$ cat src/rtl/sha256_pkg.sv
// rtl/sha256_pkg.sv - SHA-256 constants, round functions and core state encoding
package sha256_pkg;

  typedef enum logic [1:0] {ST_IDLE, ST_RUN, ST_FINAL, ST_DONE} state_e;

  localparam logic [255:0] IV256 = {32'h6a09e667, 32'hbb67ae85, 32'h3c6ef372, 32'ha54ff53a,
                                    32'h510e527f, 32'h9b05688c, 32'h1f83d9ab, 32'h5be0cd19};
  localparam logic [255:0] IV224 = {32'hc1059ed8, 32'h367cd507, 32'h3070dd17, 32'hf70e5939,
                                    32'hffc00b31, 32'h68581511, 32'h64f98fa7, 32'hbefa4fa4};

  localparam logic [31:0] K_TABLE [64] = '{
    32'h428a2f98, 32'h71374491, 32'hb5c0fbcf, 32'he9b5dba5, 32'h3956c25b, 32'h59f111f1, 32'h923f82a4, 32'hab1c5ed5,
    32'hd807aa98, 32'h12835b01, 32'h243185be, 32'h550c7dc3, 32'h72be5d74, 32'h80deb1fe, 32'h9bdc06a7, 32'hc19bf174,
    32'he49b69c1, 32'hefbe4786, 32'h0fc19dc6, 32'h240ca1cc, 32'h2de92c6f, 32'h4a7484aa, 32'h5cb0a9dc, 32'h76f988da,
    32'h983e5152, 32'ha831c66d, 32'hb00327c8, 32'hbf597fc7, 32'hc6e00bf3, 32'hd5a79147, 32'h06ca6351, 32'h14292967,
    32'h27b70a85, 32'h2e1b2138, 32'h4d2c6dfc, 32'h53380d13, 32'h650a7354, 32'h766a0abb, 32'h81c2c92e, 32'h92722c85,
    32'ha2bfe8a1, 32'ha81a664b, 32'hc24b8b70, 32'hc76c51a3, 32'hd192e819, 32'hd6990624, 32'hf40e3585, 32'h106aa070,
    32'h19a4c116, 32'h1e376c08, 32'h2748774c, 32'h34b0bcb5, 32'h391c0cb3, 32'h4ed8aa4a, 32'h5b9cca4f, 32'h682e6ff3,
    32'h748f82ee, 32'h78a5636f, 32'h84c87814, 32'h8cc70208, 32'h90befffa, 32'ha4506ceb, 32'hbef9a3f7, 32'hc67178f2
  };

  function automatic logic [31:0] rotr(input logic [31:0] x, input int n);
    return (x >> n) | (x << (32 - n));
  endfunction

  function automatic logic [31:0] bsig0(input logic [31:0] x);
    return rotr(x, 2) ^ rotr(x, 13) ^ rotr(x, 22);
  endfunction

  function automatic logic [31:0] bsig1(input logic [31:0] x);
    return rotr(x, 6) ^ rotr(x, 11) ^ rotr(x, 25);
  endfunction

  function automatic logic [31:0] ssig0(input logic [31:0] x);
    return rotr(x, 7) ^ rotr(x, 18) ^ (x >> 3);
  endfunction

  function automatic logic [31:0] ssig1(input logic [31:0] x);
    return rotr(x, 17) ^ rotr(x, 19) ^ (x >> 10);
  endfunction

  function automatic logic [31:0] ch(input logic [31:0] x, input logic [31:0] y, input logic [31:0] z);
    return (x & y) ^ (~x & z);
  endfunction

  function automatic logic [31:0] maj(input logic [31:0] x, input logic [31:0] y, input logic [31:0] z);
    return (x & y) ^ (x & z) ^ (y & z);
  endfunction

endpackage

$ cat src/rtl/sha256_round.sv
// rtl/sha256_round.sv - one combinational SHA-256 round; a..h packed with a in [255:224]
module sha256_round
  import sha256_pkg::*;
(
  input  logic [255:0] vars_i,
  input  logic [31:0]  k_i,
  input  logic [31:0]  w_i,
  output logic [255:0] vars_o
);

  logic [31:0] a, b, c, d, e, f, g, h;
  logic [31:0] t1, t2;

  assign {a, b, c, d, e, f, g, h} = vars_i;
  assign t1 = h + bsig1(e) + ch(e, f, g) + k_i + w_i;
  assign t2 = bsig0(a) + maj(a, b, c);
  assign vars_o = {t1 + t2, a, b, c, d + t1, e, f, g};

endmodule

$ cat src/rtl/sha256_iter_core.sv
// rtl/sha256_iter_core.sv - iterative SHA-256/224 compression core, ROUNDS_PER_CYCLE rounds per clock
module sha256_iter_core
  import sha256_pkg::*;
#(
  parameter int ROUNDS_PER_CYCLE = 1,
  parameter bit SUPPORT_224      = 1'b1
) (
  input  logic         clk,
  input  logic         rst_n,
  input  logic         in_valid,
  output logic         in_ready,
  input  logic [511:0] in_msg,
  input  logic         in_first,
  input  logic         mode_224,
  output logic         out_valid,
  input  logic         out_ready,
  output logic [255:0] out_hash,
  output logic         busy
);

  localparam int RPC = ROUNDS_PER_CYCLE;

  if (!(RPC == 1 || RPC == 2 || RPC == 4 || RPC == 8)) begin : g_bad_rpc
    $error("sha256_iter_core: ROUNDS_PER_CYCLE must be 1, 2, 4 or 8");
  end

  state_e             state_q, state_d;
  logic [255:0]       h_q, h_d;
  logic [255:0]       vars_q, vars_d;
  logic [15:0][31:0]  w_q, w_d;
  logic [6:0]         round_q, round_d;
  logic               mode_q, mode_d;
  logic [255:0]       hash_q, hash_d;

  logic [31:0]        w_ext [16+RPC];
  logic [RPC:0][255:0] chain;

  // w_q[0] is W[round]; the window is extended by RPC words so every round of this cycle sees its W.
  always_comb begin
    for (int i = 0; i < 16; i++) w_ext[i] = w_q[i];
    for (int j = 0; j < RPC; j++)
      w_ext[16+j] = ssig1(w_ext[14+j]) + w_ext[9+j] + ssig0(w_ext[1+j]) + w_ext[j];
  end

  assign chain[0] = vars_q;
  for (genvar j = 0; j < RPC; j++) begin : g_round
    logic [5:0] kidx;
    assign kidx = round_q[5:0] + 6'(j);
    sha256_round u_round (
      .vars_i (chain[j]),
      .k_i    (K_TABLE[kidx]),
      .w_i    (w_q[j]),
      .vars_o (chain[j+1])
    );
  end

  assign in_ready  = rst_n && (state_q == ST_IDLE);
  assign out_valid = (state_q == ST_DONE);
  assign busy      = (state_q != ST_IDLE);
  assign out_hash  = hash_q;

  always_comb begin
    state_d = state_q;
    h_d     = h_q;
    vars_d  = vars_q;
    w_d     = w_q;
    round_d = round_q;
    mode_d  = mode_q;
    hash_d  = hash_q;
    case (state_q)
      ST_IDLE: begin
        if (in_valid && in_ready) begin
          for (int i = 0; i < 16; i++) w_d[i] = in_msg[511-32*i -: 32];
          // h_q doubles as H_base: it holds the value the final feed-forward adds to.
          if (in_first) begin
            mode_d = SUPPORT_224 && mode_224;
            h_d    = mode_d ? IV224 : IV256;
          end
          vars_d  = h_d;
          round_d = 7'd0;
          state_d = ST_RUN;
        end
      end
      ST_RUN: begin
        vars_d = chain[RPC];
        for (int i = 0; i < 16; i++) w_d[i] = w_ext[i+RPC];
        round_d = round_q + 7'(RPC);
        if (round_d == 7'd64) state_d = ST_FINAL;
      end
      ST_FINAL: begin
        for (int i = 0; i < 8; i++) h_d[32*i +: 32] = h_q[32*i +: 32] + vars_q[32*i +: 32];
        hash_d  = mode_q ? {h_d[255:32], 32'h0} : h_d;
        state_d = ST_DONE;
      end
      ST_DONE: begin
        if (out_ready) state_d = ST_IDLE;
      end
      default: state_d = ST_IDLE;
    endcase
  end

  always_ff @(posedge clk) begin
    if (!rst_n) begin
      state_q <= ST_IDLE;
      h_q     <= '0;
      vars_q  <= '0;
      w_q     <= '0;
      round_q <= '0;
      mode_q  <= 1'b0;
      hash_q  <= '0;
    end else begin
      state_q <= state_d;
      h_q     <= h_d;
      vars_q  <= vars_d;
      w_q     <= w_d;
      round_q <= round_d;
      mode_q  <= mode_d;
      hash_q  <= hash_d;
    end
  end

endmodule
$ cat config.mk
export PLATFORM = sky130hd
export DESIGN_NAME = sha256_iter_core
export DESIGN_NICKNAME = d
export VERILOG_FILES = /design/src/rtl/sha256_pkg.sv /design/src/rtl/sha256_round.sv /design/src/rtl/sha256_iter_core.sv
export SDC_FILE = /design/constraint.sdc
export NUM_CORES = 2
export LEC_CHECK = 0
export BUFFER_PORTS_ARGS = -buffer_cell sky130_fd_sc_hd__buf_2
export CAP_MARGIN = 20
export CORE_ASPECT_RATIO = 1.1
export CORE_MARGIN = 3
export CORE_UTILIZATION = 53
export DETAILED_ROUTE_END_ITERATION = 7
export HOLD_SLACK_MARGIN = 0.05
export PLACE_DENSITY = 0.72
export SYNTH_ARGS = -nofsm -noshare
export SYNTH_HDL_FRONTEND = slang
export SYNTH_HIERARCHICAL = 1
export SYNTH_SLANG_ARGS = --single-unit
export TNS_END_PERCENT = 30
$ cat constraint.sdc
create_clock -name clk -period 11.75 [get_ports clk]
set_clock_uncertainty 0.1 [all_clocks]
set_input_delay 0.5875 -clock clk [delete_from_list [all_inputs] [get_ports clk]]
set_output_delay 0.5875 -clock clk [all_outputs]
set_load 0.05 [all_outputs]
* After elaboration in Yosys (flattened, before gate mapping)
Memories as Yosys holds them, arrays and structs flattened.
Cells that the tools add are included.
** Word-level totals
- Bits in registers :: 1290
- Memory bits (read-only) :: 2048
- Output and inout bits :: 259
- Logic and storage cells :: 104
- Memories kept :: 1
** Memories
- (name not given) :: depth 64, width 32, read ports 1, clocked after memory_dff 0, write ports 0, line sha256_iter_core.sv:51 : .k_i (K_TABLE[kidx]),
** Cells by class
- $add $sub $neg :: 19
- $lt $le $gt $ge :: 1
- Eq/ne operators :: 7
- Multiplexer cells :: 16
- Bitwise logic cells :: 28
- Reductions and logical operators :: 10
** Operators with widths (count)
- one-hot mux 256 bit (2 select lines) :: 2
- one-hot mux 512 bit (2 select lines) :: 1
- two-way mux 256 bit :: 3
- adder 32 bit :: 18
- two-way mux 512 bit :: 1
- XOR 32 bit :: 9
- AND 32 bit :: 5
- two-way mux 32 bit :: 3
- NOT 32 bit :: 1
- bitwise OR 10 x 32 -> 32 bit :: 1
- bitwise OR 13 x 32 -> 32 bit :: 1
- bitwise OR 14 x 32 -> 32 bit :: 1
- bitwise OR 15 x 32 -> 32 bit :: 1
- bitwise OR 19 x 32 -> 32 bit :: 1
- bitwise OR 21 x 32 -> 32 bit :: 1
- bitwise OR 25 x 32 -> 32 bit :: 1
- bitwise OR 26 x 32 -> 32 bit :: 1
- bitwise OR 30 x 32 -> 32 bit :: 1
- bitwise OR 7 x 32 -> 32 bit :: 1
- XOR 32 x 22 -> 32 bit :: 1
- XOR 32 x 29 -> 32 bit :: 1
- one-hot mux 7 bit (2 select lines) :: 1
- one-hot mux 2 bit (4 select lines) :: 1
- adder 7 x 1 -> 7 bit, second input constant :: 1
- other kinds (14) :: 23

* Logic depth before layout (Yosys ltp)
- Depth in word-level cells :: 9
- Depth in mapped cells :: 40
- Depth with buffers taken out :: 38

* Cells and area by module
Netlist, hierarchy kept.
** Modules (own cells, without submodules)
- sha256_iter_core :: instances 1, cells each 8866, area an instance 72520.8 µm², seq. area each 25824.8 µm²
- sha256_round :: instances 1, cells each 1383, area an instance 11126.9 µm², seq. area each 0.0 µm²

* Worst setup path after synthesis
Ideal clock, no wire load.
- Kind :: flip-flop to flip-flop
- From :: register round_q[1]
- To :: register vars_q[253]
- Arrival :: 7.729 ns
- Setup slack :: 3.794 ns
- Cell stages (with the launch flop) :: 40
- Buffers on the path :: 3
- Clock period less this slack :: 7.956 ns
- Path through :: dfxtp_1 clkinv_1 ha_1 clkbuf_1 clkbuf_1 a21oi_1 o21ai_0 a211oi_1 a21oi_1 inv_1 fa_1 fa_1 inv_1 ha_1 fa_1 a211oi_1 o21ai_1 nor4b_4 [4 not listed] inv_1 fa_1 inv_1 ha_1 clkbuf_1 nand3_1 nor2_1 and3_1 nand4_1 a31o_1 a21o_1 o211ai_1 a311o_1 o311ai_1 a21oi_1 nor2_1 a21oi_1 nor2_1
** RTL lines
- from (decl) :: line sha256_iter_core.sv:31 : logic [6:0] round_q, round_d;
- from (signal assigned) :: line sha256_iter_core.sv:116 : round_q <= round_d;
- to (signal assigned) :: line sha256_iter_core.sv:114 : vars_q <= vars_d;
- to (decl) :: line sha256_iter_core.sv:29 : logic [255:0] vars_q, vars_d;

==> summary.txt <==
Timing
  • Slew headroom: about 17%
  • Final worst setup slack: 2557 ps
  • Final hold vios: 0
  • Fin crit share: 78.23%
  • FMAX: 108.8 MHz
  • RSZ-0062 raised after global routing: false
  • Worst-Margin Slew: 1238 ps
  • Slew Viols, Final: 0
  • Final min period: roughly 9200 ps
  • Sum Neg Setup Slack: 0 ps
  • Setup violators final: 0

Synthesis
  • Yosys reg bits: 1,290
  • Top FF cell, synth: dfxtp_1
  • Synth cell types: 94
  • Post-synth EDFFs: 0
  • Async set or reset register ratio after synthesis: 0%
  • YS warnings: 6
  • Synth Instances: 10,250
  • Syn_area_per_cell: 8.162 sq um
  • Mapped Nets: 11,360
  • Mapped cell area: 83,650 sq um
  • Register area share after synthesis: 30.87%

Setup path
  • Worst r2r src: round_q[3]$_SDFFE_PN0P_
  • Nature of the critical path endpoint: flip-flop
  • CP Data Required Time: around 12,000 ps
  • Critical Path Max Stage Delay: about 630 ps
  • Flop-to-flop setup slack: 2560 ps
  • Worst R2R Path Depth: 37
  • CP Max Fanout: between 60 and 70
  • Critical path arrival: 9830 ps
  • CP Class: flip-flop to flip-flop
  • Reg-to-Reg End: vars_q[253]$_SDFFE_PN0P_
  • Critical-path cell with the highest stage delay: buf_4
  • Critical path launch point type: flip-flop

GRT
  • Gr ovfl total: 0
  • Largest net degree at the start of global routing: 246
  • GRT Total Usage: a little over two fifths
  • Vias in the first global route: 78,860
  • First-pass GRT wire length: 516.2 mm
  • Antenna violations before repair: 43

Routing
  • DRT Pass-1 Iters: 8
  • WL/cell: 27.31 um
  • Final WL: 355.2 mm
  • Via count: approximately 82,000
  • DR iter-0 viols: 9,848
  • Post-route antenna net violation count: 0
  • DR vias/cell: 6.288
  • DR DRC count: 3

Die
  • Core area: between 150,000 and 200,000 sq um
  • Io pins: 777
  • DIE WIDTH: 384.8 um
  • Initial Utilization: 53.51%
  • Die Y: 422.7 um
  • Full die area: ~160,000 sq um
  • # rows: 152

Hold path
  • Hold Path End: w_ext[141]$_SDFFE_PN0P_
  • Hold path startpoint: in_msg[109]
  • Worst hold path class: primary input to flip-flop
  • Hold depth: 3

CTS
  • CTS Sinks: around 1,300
  • Clock Tree Buf Depth: 3
  • H-tree Lvls: 4
  • TritonCTS clock tree: built
  • Clk_lat worst skew: 810 ps
  • TritonCTS Buffers: approximately 140
  • Clock Pin Slew Worst Setup and Hold Paths: ~70 ps
  • Root Buffer: clkbuf_16

Finish
  • Fin nets: 11,880
  • Layout cells sized above 1: 11.47%
  • Layout area overhead: 14.67%

Outcome
  • Outcome: finished, violations left
  • Failing checks: DRC

Place
  • Pre-CTS worst setup slack: approximately 2700 ps
  • DPL Wire Length: 256.4 mm
  • PortBufs: 776
  • Gpl congestion: roughly 1

Flow run
  • Max-capacitance violation count: 0
## what timing repair did
item	CTS	global route
hold buffers	415	0
buffers inserted	0	0
gates resized for setup	0	0
endpoints found under the hold margin	415	0
## metal layers
layer | GRT usage [%] | part of all wire [%] | vias to the layer above | wire (um)
met2 | 65.32 | 44 | 4568 | 156400
li1 | - | - | 37140 | -
met1 | 50.78 | 38 | 38860 | 133400
met5 | 0 | 0.016 | - | 58
met4 | 32.34 | 9.2 | 10 | 32630
met3 | 8.555 | 9.2 | 1178 | 32680
## kinds of logic after synthesis
kind of cell	synth area share (%)
adder cells (fa/ha/maj)	10.58
buffers and inverters	7.060
flip-flops	30.87
multiplexers	7.697
XOR/XNOR	6.097
AO/OA/AOI/OAI	23.20
AND/OR/NAND/NOR	14.49
## critical path: cells and delay by family (launching register included)
kind                     cells  cell delay, ps
buffers and inverters        6            1310
adder cells (fa/ha/maj)      5            2270
XOR/XNOR                     1             330
flip-flops                   1             320
AND/OR/NAND/NOR              6            1020
AO/OA/AOI/OAI               19            3700
## metrics by stage
stage / instance area (sq um) / cells / utilization [%] / hold WS [ps]
6_report: 95920 / 13000 / 61.36 / 64.06
3_5_place_dp: 87060 / 12290 / 55.69 / 352.9
5_1_grt: 95880 / 12990 / 61.33 / 73.31
3_3_place_gp: 87050 / 12290 / 55.69 / 349.8
2_1_floorplan: 83650 / 10250 / - / 342.8
4_1_cts: 95810 / 12960 / 61.29 / 50.67
## cells in the mapped netlist (all sizes together), types with 31 or more instances
cell type | n | area, sq um
o211ai | 76 | 575.6
buf | 265 | 1717
nand4 | 43 | 269.0
nor2b | 75 | 469.2
nor3b | 69 | 518.0
a22oi | 49 | 367.9
dfxtp | 1290 | 25820
ha | 394 | 4930
o21bai | 46 | 345.3
o21a | 68 | 511.7
mux2i | 596 | 5966
inv | 455 | 1708
a31oi | 59 | 369.1
o21ai | 561 | 2815
a21o | 226 | 1697
clkbuf | 657 | 2466
nand2b | 134 | 838.3
nor2 | 1205 | 4523
o221a | 43 | 484.2
a21oi | 893 | 4473
nand2 | 832 | 3123
and3 | 31 | 193.9
fa | 195 | 3904
a211oi | 619 | 4657
nor3 | 156 | 780.8
xnor2 | 388 | 3398
o311ai | 98 | 858.3
nand3 | 131 | 655.6
xor2 | 189 | 1655
## cells in the final DEF (no fill, tap or decap), drive strengths merged, types with 394 or more instances in the layout
master | Yosys | routed
mux2i | 596 | 596
a211oi | 619 | 619
nand2 | 832 | 832
buf | 265 | 887
nor2 | 1205 | 1205
dfxtp | 1290 | 1290
ha | 394 | 394
o21ai | 561 | 561
dlygate4sd3 | 0 | 415
a21oi | 893 | 893
inv | 455 | 460
## area by class of cell
| class | count | area [sq um] |
|---|---|---|
| Multi-Input combinational cell | 7578 | 52040 |
| Tap cell | 2079 | 2601 |
| Fill cell | 13500 | 60410 |
| Inverter | 459 | 1737 |
| Clock inverter | 49 | 530.5 |
| Sequential cell | 1290 | 25830 |
| Clock buffer | 203 | 4066 |
| Antenna cell | 43 | 107.6 |
| Timing Repair Buffer | 1302 | 9005 |
## registers in the layout, summed over array words and instances (netlist names)
register,cells
state_q,2
round_q,7
mode_q,1
out_hash,256
h_q,256
w_ext,512
vars_q,256
## worst max-delay path by stage
stage | from | to | slack (ps)
finish | round_q[3]$_SDFFE_PN0P_ | vars_q[253]$_SDFFE_PN0P_ | 2560
global placement | round_q[3]$_SDFFE_PN0P_ | vars_q[253]$_SDFFE_PN0P_ | 2710
floorplan | round_q[1]$_SDFFE_PN0P_ | vars_q[253]$_SDFFE_PN0P_ | 3790
detailed placement | round_q[3]$_SDFFE_PN0P_ | vars_q[254]$_SDFFE_PN0P_ | 2710
CTS | round_q[3]$_SDFFE_PN0P_ | vars_q[254]$_SDFFE_PN0P_ | 2670
global route | round_q[3]$_SDFFE_PN0P_ | vars_q[253]$_SDFFE_PN0P_ | 1870
Power is not shown: default switching activity piles up to over one toggle a cycle in this logic, so the estimate is an artifact.
